<file path="src/rtl/hack_rom_loader.sv">
// Streams a program image from the HPS download channel into the Hack instruction ROM,
// holding the CPU in reset during the load and for a fixed time afterwards. Optionally
// zero-fills the ROM above the highest written word, and reports overflow, word count
// and a 16-bit checksum of the loaded image.
module hack_rom_loader #(
   parameter int unsigned ADDR_W      = 15,
   parameter bit          BYTE_SWAP   = 1'b0,
   parameter bit          CLEAR_TAIL  = 1'b1,
   parameter int unsigned HOLD_CYCLES = 16
) (
   input  logic              clk_sys,
   input  logic              reset,
   input  logic              ioctl_download,
   input  logic              ioctl_wr,
   input  logic [24:0]       ioctl_addr,
   input  logic [15:0]       ioctl_dout,
   output logic              ioctl_wait,
   output logic              rom_we,
   output logic [ADDR_W-1:0] rom_addr,
   output logic [15:0]       rom_din,
   output logic              cpu_reset,
   output logic              load_done,
   output logic              overflow,
   output logic [ADDR_W:0]   load_words,
   output logic [15:0]       checksum
);

   localparam int unsigned   CntW     = $clog2(HOLD_CYCLES + 1);
   localparam logic [CntW-1:0] HoldInit = CntW'(HOLD_CYCLES);
   localparam logic [ADDR_W:0] Depth  = {1'b1, {ADDR_W{1'b0}}};
   localparam logic [ADDR_W:0] OneW   = {{ADDR_W{1'b0}}, 1'b1};

   typedef enum logic [1:0] {StHold, StRun, StLoad, StClear} state_e;

   state_e             state_q, state_d;
   logic [CntW-1:0]    cnt_q, cnt_d;
   logic               dl_prev_q;
   logic [ADDR_W:0]    hw_q, hw_d;          // one past the highest written word
   logic [ADDR_W-1:0]  clr_ptr_q, clr_ptr_d;
   logic               rom_we_d;
   logic [ADDR_W-1:0]  rom_addr_d;
   logic [15:0]        rom_din_d;
   logic               load_done_d, overflow_d;
   logic [ADDR_W:0]    load_words_d;
   logic [15:0]        checksum_d;

   logic               dl_rise, dl_fall, word_ok;
   logic [ADDR_W-1:0]  word_idx;
   logic [ADDR_W:0]    wr_top;
   logic [15:0]        wr_data;
   logic               unused_addr_lsb;

   assign unused_addr_lsb = ioctl_addr[0];
   assign dl_rise  = ioctl_download & ~dl_prev_q;
   assign dl_fall  = ~ioctl_download & dl_prev_q;
   assign word_ok  = (ioctl_addr[24:ADDR_W+1] == '0);
   assign word_idx = ioctl_addr[ADDR_W:1];
   assign wr_top   = {1'b0, word_idx} + OneW;
   assign wr_data  = BYTE_SWAP ? {ioctl_dout[7:0], ioctl_dout[15:8]} : ioctl_dout;

   assign cpu_reset  = (state_q != StRun);
   assign ioctl_wait = (state_q == StClear);

   // Next-state and next-value logic for the sequencer and all registered outputs.
   always_comb begin
      state_d      = state_q;
      cnt_d        = cnt_q;
      hw_d         = hw_q;
      clr_ptr_d    = clr_ptr_q;
      rom_we_d     = 1'b0;
      rom_addr_d   = rom_addr;
      rom_din_d    = rom_din;
      load_done_d  = load_done;
      overflow_d   = overflow;
      load_words_d = load_words;
      checksum_d   = checksum;

      unique case (state_q)
         StHold, StRun: begin
            if (dl_rise) begin
               state_d      = StLoad;
               load_done_d  = 1'b0;
               overflow_d   = 1'b0;
               load_words_d = '0;
               checksum_d   = '0;
               hw_d         = '0;
            end else if (state_q == StHold) begin
               if (cnt_q == '0) state_d = StRun;
               else             cnt_d   = cnt_q - CntW'(1);
            end
         end
         StLoad: begin
            if (ioctl_wr) begin
               if (word_ok) begin
                  rom_we_d   = 1'b1;
                  rom_addr_d = word_idx;
                  rom_din_d  = wr_data;
                  if (load_words != Depth) load_words_d = load_words + OneW;
                  checksum_d = checksum + wr_data;
                  if (wr_top > hw_q) hw_d = wr_top;
               end else begin
                  overflow_d = 1'b1;
               end
            end
            // hw_d already includes a strobe coincident with the falling edge
            if (dl_fall) begin
               if (CLEAR_TAIL && (hw_d < Depth)) begin
                  state_d   = StClear;
                  clr_ptr_d = hw_d[ADDR_W-1:0];
               end else begin
                  load_done_d = ~overflow_d;
                  cnt_d       = HoldInit;
                  state_d     = StHold;
               end
            end
         end
         StClear: begin
            rom_we_d   = 1'b1;
            rom_addr_d = clr_ptr_q;
            rom_din_d  = '0;
            if (&clr_ptr_q) begin
               load_done_d = ~overflow;
               cnt_d       = HoldInit;
               state_d     = StHold;
            end else begin
               clr_ptr_d = clr_ptr_q + ADDR_W'(1);
            end
         end
         default: state_d = StHold;
      endcase
   end

   // State and output registers with synchronous reset.
   always_ff @(posedge clk_sys) begin
      if (reset) begin
         state_q    <= StHold;
         cnt_q      <= HoldInit;
         dl_prev_q  <= 1'b0;
         hw_q       <= '0;
         clr_ptr_q  <= '0;
         rom_we     <= 1'b0;
         rom_addr   <= '0;
         rom_din    <= '0;
         load_done  <= 1'b0;
         overflow   <= 1'b0;
         load_words <= '0;
         checksum   <= '0;
      end else begin
         state_q    <= state_d;
         cnt_q      <= cnt_d;
         dl_prev_q  <= ioctl_download;
         hw_q       <= hw_d;
         clr_ptr_q  <= clr_ptr_d;
         rom_we     <= rom_we_d;
         rom_addr   <= rom_addr_d;
         rom_din    <= rom_din_d;
         load_done  <= load_done_d;
         overflow   <= overflow_d;
         load_words <= load_words_d;
         checksum   <= checksum_d;
      end
   end

endmodule

</file>
<file path="config.mk">
export PLATFORM = sky130hd
export DESIGN_NAME = hack_rom_loader
export DESIGN_NICKNAME = d
export VERILOG_FILES = /design/src/rtl/hack_rom_loader.sv
export SDC_FILE = /design/constraint.sdc
export NUM_CORES = 1
export LEC_CHECK = 0
export BUFFER_PORTS_ARGS = -buffer_cell sky130_fd_sc_hd__buf_2
export CAP_MARGIN = 0
export CELL_PAD_IN_SITES_DETAIL_PLACEMENT = 1
export CELL_PAD_IN_SITES_GLOBAL_PLACEMENT = 2
export CORE_ASPECT_RATIO = 1.5
export CORE_MARGIN = 4
export CORE_UTILIZATION = 33
export DETAILED_ROUTE_END_ITERATION = 12
export HOLD_SLACK_MARGIN = 0.03
export PLACE_DENSITY = 0.93
export SYNTH_ARGS = -nofsm -noshare
export SYNTH_HDL_FRONTEND = slang
export SYNTH_SLANG_ARGS = --single-unit
</file>
<file path="constraint.sdc">
create_clock -name clk_sys -period 4.52 [get_ports clk_sys]
set_input_delay 0.904 -clock clk_sys [delete_from_list [all_inputs] [get_ports clk_sys]]
set_output_delay 0.904 -clock clk_sys [all_outputs]
set_load 0.01 [all_outputs]
</file>
---- Word-level counts from Yosys, hierarchy flattened ----
Cells that the tools add are included.
cells by class
  mux-type cells .......................... 49
  equal/unequal tests ..................... 19
  add/subtract/negate cells ............... 5
  reduce and logical (&&, ||, !) cells .... 15
  order comparisons ....................... 2
  bitwise logic cells ..................... 6
operators with widths
  kind                     number
  $mux W16                 12
  $pmux W16 S2             4
  $mux W15                 5
  $pmux W15 S2             2
  $mux W5                  6
  $ne A2 B2 Y1 const B     11
  $add A15 B1 Y16 const B  1
  $add A16 B1 Y16 const B  1
  $add A16 B16 Y16         1
  $gt A16 B16 Y1           1
  $lt A16 B16 Y1 const B   1
  $ne A16 B16 Y1 const B   1
  $reduce_and A4 Y1        4
  $add A15 B1 Y15 const B  1
  $pmux W5 S3              1
  $reduce_and A15 Y1       1
  $mux W2                  6
  $logic_not A9 Y1         1
  $mux W1                  9
  $ne A3 B3 Y1 const B     2
  $pmux W2 S3              1
  $reduce_and A6 Y1        1
  $logic_not A5 Y1         1
  $reduce_and A5 Y1        1
  13 further kinds         21
word-level totals
  logic and storage cells ................. 108
  bits of input ports ..................... 45
  register bits after elaboration ......... 105

---- Depth between registers and ports, before layout ----
Gate-level depths: netlist of the first run.
  word-level depth ........................ 10
  gate-level depth with buffers ........... 16

---- Worst setup path before layout of the first run ----
Ideal clock, no wire load.
  kind .................................... input -> register
  start ................................... in ioctl_addr[11]
  end ..................................... reg clr_ptr_q[4]
  cell stages on the path ................. 13
  data arrival time ....................... 3.869 ns
  path buffers ............................ 1
  required time ........................... 4.386 ns
  slack ................................... 0.516 ns
  cell sequence ........................... nand3_1 > nor4_1 > nand3_1 > xnor2_1 > ha_1 > nand4_1 > or2_1 > or3_4 > a31oi_4 > buf_4 > mux2_2 > a22oi_1 > o31ai_1
on the way
  cells in the longest elaborated chain, start to end .. 9
RTL lines
  what                                                         RTL line  source
  start, declared                                              15        input logic [24:0] ioctl_addr,
  $add A15 B1 Y16 (*)                                          58        assign wr_top = {1'b0, word_idx} + OneW;
  $gt A16 B16 Y1                                               100       if (wr_top > hw_q) hw_d = wr_top;
  $mux W16 (*)                                                 100
  $mux W16 (*)                                                 94        if (word_ok) begin
  $mux W16 (*)                                                 93        if (ioctl_wr) begin
  $mux W16 (*)                                                 78        unique case (state_q)
  $lt A16 B16 Y1 or $mux W15 (tied branches)                   107       if (CLEAR_TAIL && (hw_d < Depth)) begin
  $ne A2 B2 Y1 (no line) or $mux W15 (tied branches)           n/a
  $reduce_and A4 Y1 (no line) or $pmux W15 S2 (tied branches)  n/a
  end signal, assigned                                         153       clr_ptr_q <= clr_ptr_d;
  end, declared                                                39        logic [ADDR_W-1:0] clr_ptr_q, clr_ptr_d;
Mark *: on every way between the ends. The rest lies on a longest branch, timed or not. The select of a mux whose other input is x is not followed.
A chain may end at the register's enable or synchronous reset.

---- Final worst setup path of the first run ----
  start ................................... in ioctl_addr[10]
  end ..................................... reg clr_ptr_q[7]
The elaborated chain is that of the path after synthesis.

==> results.cfg, run 1 <==
[place]
placed_cell_area_mm2 = 0.00728
post-dp-hpwl_um = 15500
gp_congestion = 0.829
place_ws_ps = -138
portBuffers = 111

[power_and_ir_drop]
total_power_uw = 2170
power_leakage_uw = 0.00313
ir_drop_uv = 163
powerDensity_mw_per_mm2 = 286

[die]
fp.dieH_um = 177
dieArea_mm2 = 0.0214
floorplan.initialDensity = 0.338
coreArea_mm2 = 0.0186
row_count = 61
ioPinCount = 113
dieWidth_um = 121

[worst_setup_path]
critPathRequiredTime_ps = 4740
arrival_ps = 4360
crit_fanout = 6
startpoint_type = input pin
setup.worst_path.end_class = register
path_class = in -> reg

[sta]
slew_headroom = 0.267
skew_ps = 10.9
rsz0062_at_grt = false
worst_pin_slew_ps = 1100
hold_ws_ps = 462
finalSetupViolCount = 0
fmax_mhz = 241
finalHoldViolCount = 0
fin_ws_ps = 377
drv_slew = 0
finalCriticalPeriod_ps = 4140
fin_setup_tns_ps = 0
finalCritPeriodShare = 0.917

[outcome]
status = complete, no violations

[synth]
yosys_register_bits = 105
synth_fp_nets = 863
synth_enable_flop_cells = 0
postSynthAreaPerCell_um2 = 8.07
yosysWarnings = 0
syn-instance-count = 780
syn_area_mm2 = 0.00630
seq_area_frac_synth = 0.334
async_reset_ff_frac = 0
synth_ff_type = dfxtp_1
synth_cell_types = 69

[route]
drt-wirelength-per-cell_um = 18.3
firstDrtPassIters = 4
num_vias = 6368
first_iter_violations = 302
ant_nets = 0
drc_errors = 0
vias_per_cell = 5.53
routed_wl_um = 21000

[clock_network]
cts_tree = yes
cts_buffers = 9
cts_root_buffer = clkbuf_16
clkLatencyLatePin_ps = 360
clock-sinks = 105
cts_setup_buffers = 0
cts_htree_levels = 3
clkSlewWorstSetupHoldPaths_ps = 70
clockBufferDepth = 2

[cells_and_area]
final_cell_mix = buf_2, dfxtp_1, nor2_1
drive_above_1_share = 0.208
num_antenna_cells = 0
final_common_cell = buf_2
nets = 980
design_area_mm2 = 0.00757
area_growth_pct = 20.3

[global_route]
grt_pass1_vias = 6606
grtUsageTotal = 0.197
grt_overflow = 0
grt_max_degree = 81
antenna_found_initial = 0
grt_pass1_wl_um = 33800

[worst_hold_path]
hp-class = reg -> reg

[run]
max-cap-violations = 0
-- metrics by stage --
| stage | util | instances |
|---|---|---|
| after floorplan | - | 780 |
| after global placement | 0.391 | 1138 |
| after detailed placement | 0.391 | 1138 |
| after CTS | 0.406 | 1152 |
| after global routing | 0.407 | 1152 |
| final | 0.407 | 1152 |
-- power by group --
part,leakage [µW],switching [µW],total [µW],internal (µW)
registers,0.000848,35.1,992,957
logic,0.00215,234,378,144
clock network,0.000135,368,796,427
total,0.00313,638,2170,1530
-- sequential cells by signal, summed over array words and instances, names as in the netlist, 2 cells and up --
signal      count
cnt_q           5
hw_q           16
load_words     16
clr_ptr_q      15
state_q         2
rom_addr       15
checksum       16
rom_din        16
-- cell usage after synthesis, types with 6 or more instances --
library cell  count  area [µm²]
a22oi_1          29         218
nand4_1          10        62.6
a211oi_1          6        45.0
dfxtp_1         105        2100
mux2_2           13         146
o31ai_1          14         105
o311ai_0          8        70.1
nand2_1          95         357
nor3_1           11        55.1
nor2_1          106         398
xor2_1           25         219
o21ai_0          17        85.1
xnor2_1          16         140
inv_1            32         120
nor4_1            6        37.5
clkbuf_1         34         128
and2_1            6        37.5
a311oi_1         15         131
nand3_1          33         165
o21a_1            6        45.0
a21o_1            9        67.6
ha_1             37         463
a21oi_1          45         225
and3_1           11        68.8
-- area by class of cell --
class	count	area [µm²]
clock inverter	4	55.1
fill	2360	11100
tap	252	315
multi-input combinational	602	3910
clock buffer	10	229
timing repair buffer	145	836
sequential	105	2100
inverter	34	128
-- critical path, stage by stage --
cell      delay, ps
buf_2           140
nand3_1         110
nor4_1          410
buf_4           200
nand3_1          90
xnor2_1         170
ha_1            320
nand4_1         180
nor4_2          420
buf_4           180
o21ai_1         150
nand3_1         160
mux2_2          420
a221oi_1        360
o32ai_1         140
-- cell families (layout without fill, tap and decap cells) --
family | after synthesis | count (layout) | share of synthesized area
compound gates | 196 | 196 | 0.229
flops | 105 | 105 | 0.334
buf+inv | 73 | 193 | 0.0469
xor+xnor | 41 | 41 | 0.0570
mux | 17 | 17 | 0.0296
fa+ha+maj | 38 | 38 | 0.0767
simple gates | 310 | 310 | 0.227
-- path summary, 6_finish.rpt --
path	to	depth (start not counted)	start	slack (ps)
setup / recovery	clr_ptr_q[7]	15	ioctl_addr[10]	380
hold / removal	rom_din[3]	2	rom_din[3]	460
setup reg to reg	clr_ptr_q[7]	10	hw_q[15]	1540
hold reg to reg	rom_din[3]	2	rom_din[3]	460
-- routing by layer --
metal / vias up / global-route usage / share of wire
met2: 146 / 0.368 / 0.52
met4: 0 / 0.0818 / 0.032
met3: 41 / 0.0336 / 0.042
met1: 3125 / 0.219 / 0.40
li1: 3056 / - / -
met5: - / 0 / 0
-- timing repair --
item	4_1_cts	5_1_grt
hold buffers	0	0
setup endpoints to repair	0	15
resized for setup	0	1
Note: power is estimated with default switching activity, not from simulation.
==> run 2, diff against run 1 <==
--- a/config.mk
+++ b/config.mk
@@ -11,10 +11,10 @@
 export CELL_PAD_IN_SITES_GLOBAL_PLACEMENT = 2
 export CORE_ASPECT_RATIO = 1.5
 export CORE_MARGIN = 4
-export CORE_UTILIZATION = 33
+export CORE_UTILIZATION = 35
 export DETAILED_ROUTE_END_ITERATION = 12
 export HOLD_SLACK_MARGIN = 0.03
-export PLACE_DENSITY = 0.93
+export PLACE_DENSITY = 0.95
 export SYNTH_ARGS = -nofsm -noshare
 export SYNTH_HDL_FRONTEND = slang
 export SYNTH_SLANG_ARGS = --single-unit
==> constraint.sdc (replaced) <==
create_clock -name clk_sys -period 5 [get_ports clk_sys]
set_input_delay 1 -clock clk_sys [delete_from_list [all_inputs] [get_ports clk_sys]]
set_output_delay 1 -clock clk_sys [all_outputs]
set_load 0.01 [all_outputs]
==> run 2 against run 1 <==
- sequential cell count unchanged
- highest routed layer unchanged
- global-route usage grew 0.41 points
- via count down 2.6%
- setup slack gained 150 ps
==> results.cfg, run 2 (synthesis results as in run 1) <==
[worst_hold_path]
holdPathEnd = rom_din[4]
hold_depth = 2
hp-class = reg -> reg
hp-start = rom_din[4]

[place]
dp_cells = 1079
gp_congestion = 0.853
place_ws_ps = 220
portBuffers = 111
post-dp-hpwl_um = 15000

[global_route]
grt_max_degree = 81
antenna_found_initial = 0
grtUsageTotal = 0.202
grt_pass1_wl_um = 33200
grt_overflow = 0
grt_pass1_vias = 6441

[sta]
slew_headroom = 0.229
fmax_mhz = 224
drv_slew = 0
finalHoldViolCount = 0
finalCritPeriodShare = 0.895
fin_ws_ps = 526
skew_ps = 7.66
rsz0062_at_grt = false
finalSetupViolCount = 0
finalCriticalPeriod_ps = 4470
worst_pin_slew_ps = 1150
fin_setup_tns_ps = 0

[clock_network]
cts_buffers = 9
cts_root_buffer = clkbuf_16
cts_htree_levels = 3
clkLatencyLatePin_ps = 360
cts_resized = 0
clock-sinks = 105
cts_tree = yes
clkSlewWorstSetupHoldPaths_ps = 70
cts_setup_buffers = 0
clockBufferDepth = 2
ctsHoldBuffers = 0

[power_and_ir_drop]
power_leakage_uw = 0.00305
total_power_uw = 2050
cell_internal_pwr_uw = 1490
p_sw_uw = 565
p_clk_frac = 0.404
powerDensity_mw_per_mm2 = 277
power_frac_comb = 0.157
ir_drop_uv = 134
power_frac_seq = 0.439
p_sw_frac = 0.275

[cells_and_area]
area_growth_pct = 17.6
num_antenna_cells = 0
final_cells = 1095
n_fill_cell = 2120
fin_util = 0.423
nets = 960
final_common_cell = buf_2
drive_above_1_share = 0.190
final_cell_mix = buf_2, nor2_1, dfxtp_1

[worst_setup_path]
regToRegSetupSlack_ps = 1750
arrival_ps = 4760
r2r-end = hw_q[4]
path_class = in -> reg
critPathRequiredTime_ps = 5280
crit_fanout = 15
reg2reg_from = hw_q[5]
startpoint_type = input pin
setup.worst_path.end_class = register
ff2ff_path_depth = 10

[die]
fp.dieH_um = 172
ioPinCount = 113
dieArea_mm2 = 0.0202
dieWidth_um = 118
floorplan.initialDensity = 0.360
row_count = 59
coreArea_mm2 = 0.0175

[outcome]
status = complete, no violations

[route]
routed_wl_um = 20300
firstDrtPassIters = 4
drc_errors = 0
first_iter_violations = 319
ant_nets = 0
num_vias = 6204
vias_per_cell = 5.67
drt-wirelength-per-cell_um = 18.5

[run]
max-cap-violations = 0
## run 2: cell type report
class,count,area [µm²],area share
Timing Repair Buffer,125,661,0.0892
Inverter,34,128,0.0172
Multi-Input combinational cell,602,3900,0.527
Clock buffer,11,243,0.0328
Tap cell,213,267,0.0360
Clock inverter,5,103,0.0139
Sequential cell,105,2100,0.284
## run 2: power groups by stage
stage / combinational (µW) / sequential, µW / clock, µW
floorplan: 219 / 908 / 0
detailed placement: 319 / 920 / 0
finish: 322 / 901 / 831
global route: 363 / 908 / 883
CTS: 325 / 901 / 846
global placement: 313 / 920 / 0
## run 2: worst max-delay path, cell delays in order
cell and delay (ps):
buf_2 170, ha_1 260, nand4_1 260, nor3b_1 320
xor2_1 160, ha_1 320, nand4_1 160, nor4_2 480
nand2_1 90, nand2_1 160, a311oi_2 80, nor2_1 890
a22oi_1 240, nor2_1 160
## run 2: per-layer routing
metal	part of all wire	global-route usage	up-vias
li1	-	-	3024
met1	0.41	0.230	3027
met2	0.53	0.380	117
met3	0.033	0.0288	36
met4	0.027	0.0791	0
met5	0	0	-
## run 2: worst max path at each step
stage / startpoint / end / depth (start not counted)
after floorplan: ioctl_addr[11] / clr_ptr_q[4] / 13
after global placement: ioctl_addr[1] / clr_ptr_q[7] / 14
after detailed placement: ioctl_addr[1] / clr_ptr_q[2] / 14
after CTS: ioctl_addr[4] / hw_q[4] / 14
after global routing: ioctl_addr[1] / hw_q[9] / 14
final: ioctl_addr[1] / hw_q[4] / 14
## run 2: per-stage QoR
stage	area, µm²	hold slack, ps
after floorplan	6300	458
after global placement	7060	444
after detailed placement	7060	449
after CTS	7410	460
after global routing	7410	478
final	7410	458
==> run 3, diff against run 2 <==
--- a/config.mk
+++ b/config.mk
@@ -14,7 +14,7 @@
 export CORE_UTILIZATION = 35
 export DETAILED_ROUTE_END_ITERATION = 12
 export HOLD_SLACK_MARGIN = 0.03
-export PLACE_DENSITY = 0.95
+export PLACE_DENSITY = 0.93
 export SYNTH_ARGS = -nofsm -noshare
 export SYNTH_HDL_FRONTEND = slang
 export SYNTH_SLANG_ARGS = --single-unit
==> run 3 against run 2 <==
- first-iteration DRC count decreased by 24%
- wire length decreased by 1.0%
- final cell count about the same
- global-route usage decreased by 0.37 points
- clock-buffer cell count decreased by 1
- combinational power decreased by 1%
- register-to-register slack improved by 40 ps
- critical path type unchanged
- largest cell class unchanged
- largest power group unchanged
- highest routed layer unchanged
==> results.cfg, run 3 (synthesis results as in run 1) <==
[clock_network]
ctsHoldBuffers = 0
clkLatencyLatePin_ps = 360
cts_htree_levels = 3
cts_setup_buffers = 0
cts_tree = yes
cts_root_buffer = clkbuf_16
cts_buffers = 9
clkSlewWorstSetupHoldPaths_ps = 80
clock-sinks = 105
cts_resized = 0
clockBufferDepth = 2

[sta]
worst_pin_slew_ps = 1240
slew_headroom = 0.172
finalCriticalPeriod_ps = 4400
fin_ws_ps = 603
skew_ps = 8.60
fmax_mhz = 227
finalCritPeriodShare = 0.879
fin_setup_tns_ps = 0
rsz0062_at_grt = false
finalHoldViolCount = 0
finalSetupViolCount = 0
drv_slew = 0

[power_and_ir_drop]
ir_drop_uv = 155
powerDensity_mw_per_mm2 = 274
power_leakage_uw = 0.00306

[cells_and_area]
num_antenna_cells = 0
final_common_cell = buf_2
final_cell_mix = buf_2, nor2_1, dfxtp_1
drive_above_1_share = 0.193
nets = 961
area_growth_pct = 17.6

[worst_setup_path]
cp.depth = 14
cp_top_family = simple AND/OR/NAND/NOR gates
crit_slowest_cell = nor2_1
critPathRequiredTime_ps = 5290
startpoint_type = input pin
reg2reg_from = hw_q[5]
ff2ff_path_depth = 10
arrival_ps = 4680
setup.worst_path.end_class = register
critPathMaxStageDelay_ps = 950
crit_fanout = 15
crit_buf_inv = 1
path_class = in -> reg
startpoint = ioctl_addr[3]
crit_chain = buf_2 -> and4_1 -> nand4_1 -> nor3b_1 -> xor2_1 -> ha_1 -> nand4_1 -> nor4_2 -> nand2_1 -> nand2_1 -> a311oi_2 -> nor2_1 -> a22oi_1 -> nor2_1

[die]
row_count = 59
dieWidth_um = 118
coreArea_mm2 = 0.0175
floorplan.initialDensity = 0.360
fp.dieH_um = 172
dieArea_mm2 = 0.0202
ioPinCount = 113

[run]
max-cap-violations = 0

[global_route]
grt_max_degree = 81
antenna_found_initial = 0
grt_pass1_wl_um = 32500
grt_pass1_vias = 6289
grtUsageTotal = 0.198
grt_overflow = 0

[route]
first_iter_violations = 244
num_vias = 6133
routed_wl_um = 20100
drc_errors = 0
drt-wirelength-per-cell_um = 18.3
ant_nets = 0
firstDrtPassIters = 4
vias_per_cell = 5.60

[worst_hold_path]
hp-start = rom_din[1]
hold_depth = 2
hp-class = reg -> reg

[place]
post-dp-hpwl_um = 14900
portBuffers = 111
gp_congestion = 0.824
place_ws_ps = 241

[outcome]
status = complete, no violations
run 3: layer usage:
metal | up-vias | wire length, µm | GRT usage
met5 | - | 0 | 0
met4 | 0 | 308 | 0.0689
met3 | 20 | 680 | 0.0340
met2 | 104 | 10600 | 0.374
met1 | 2982 | 8460 | 0.225
li1 | 3027 | - | -
run 3: worst register-to-register path: cells and delay by family (launching register included):
family | cells | cell delay, ps
AO/OA/AOI/OAI | 5 | 1090
flip-flops | 1 | 360
adder cells (fa/ha/maj) | 1 | 300
AND/OR/NAND/NOR | 3 | 1340
buffers and inverters | 1 | 60
run 3: metrics by stage:
step / hold slack, ps / utilization / instance area (µm²) / total power, µW / instances
after floorplan: 458 / - / 6300 / 1130 / 780
after global placement: 443 / 0.404 / 7070 / 1230 / 1080
after detailed placement: 449 / 0.404 / 7070 / 1240 / 1080
after CTS: 461 / 0.423 / 7400 / 2060 / 1096
after global routing: 482 / 0.423 / 7400 / 2130 / 1096
final: 455 / 0.423 / 7400 / 2030 / 1096
run 3: cell type report:
class | count | area, µm²
inverters | 34 | 128
well taps | 213 | 267
repair buffers | 126 | 668
clock buffers | 10 | 239
clock inverters | 6 | 97.6
multi-input cells | 602 | 3900
flip-flops and latches | 105 | 2100
fillers | 2159 | 10100
run 3: path summary, 6_finish.rpt:
path | to | slack (ps)
worst max-delay path | hw_q[5] | 600
worst min register to register | rom_din[1] | 460
worst max register to register | hw_q[5] | 1790
worst min-delay path | rom_din[1] | 460
run 3: report_power, final:
group	switching, µW	internal (µW)	leakage (µW)
sequential	35.2	865	0.000848
clock	347	461	0.000166
combinational	198	120	0.00205
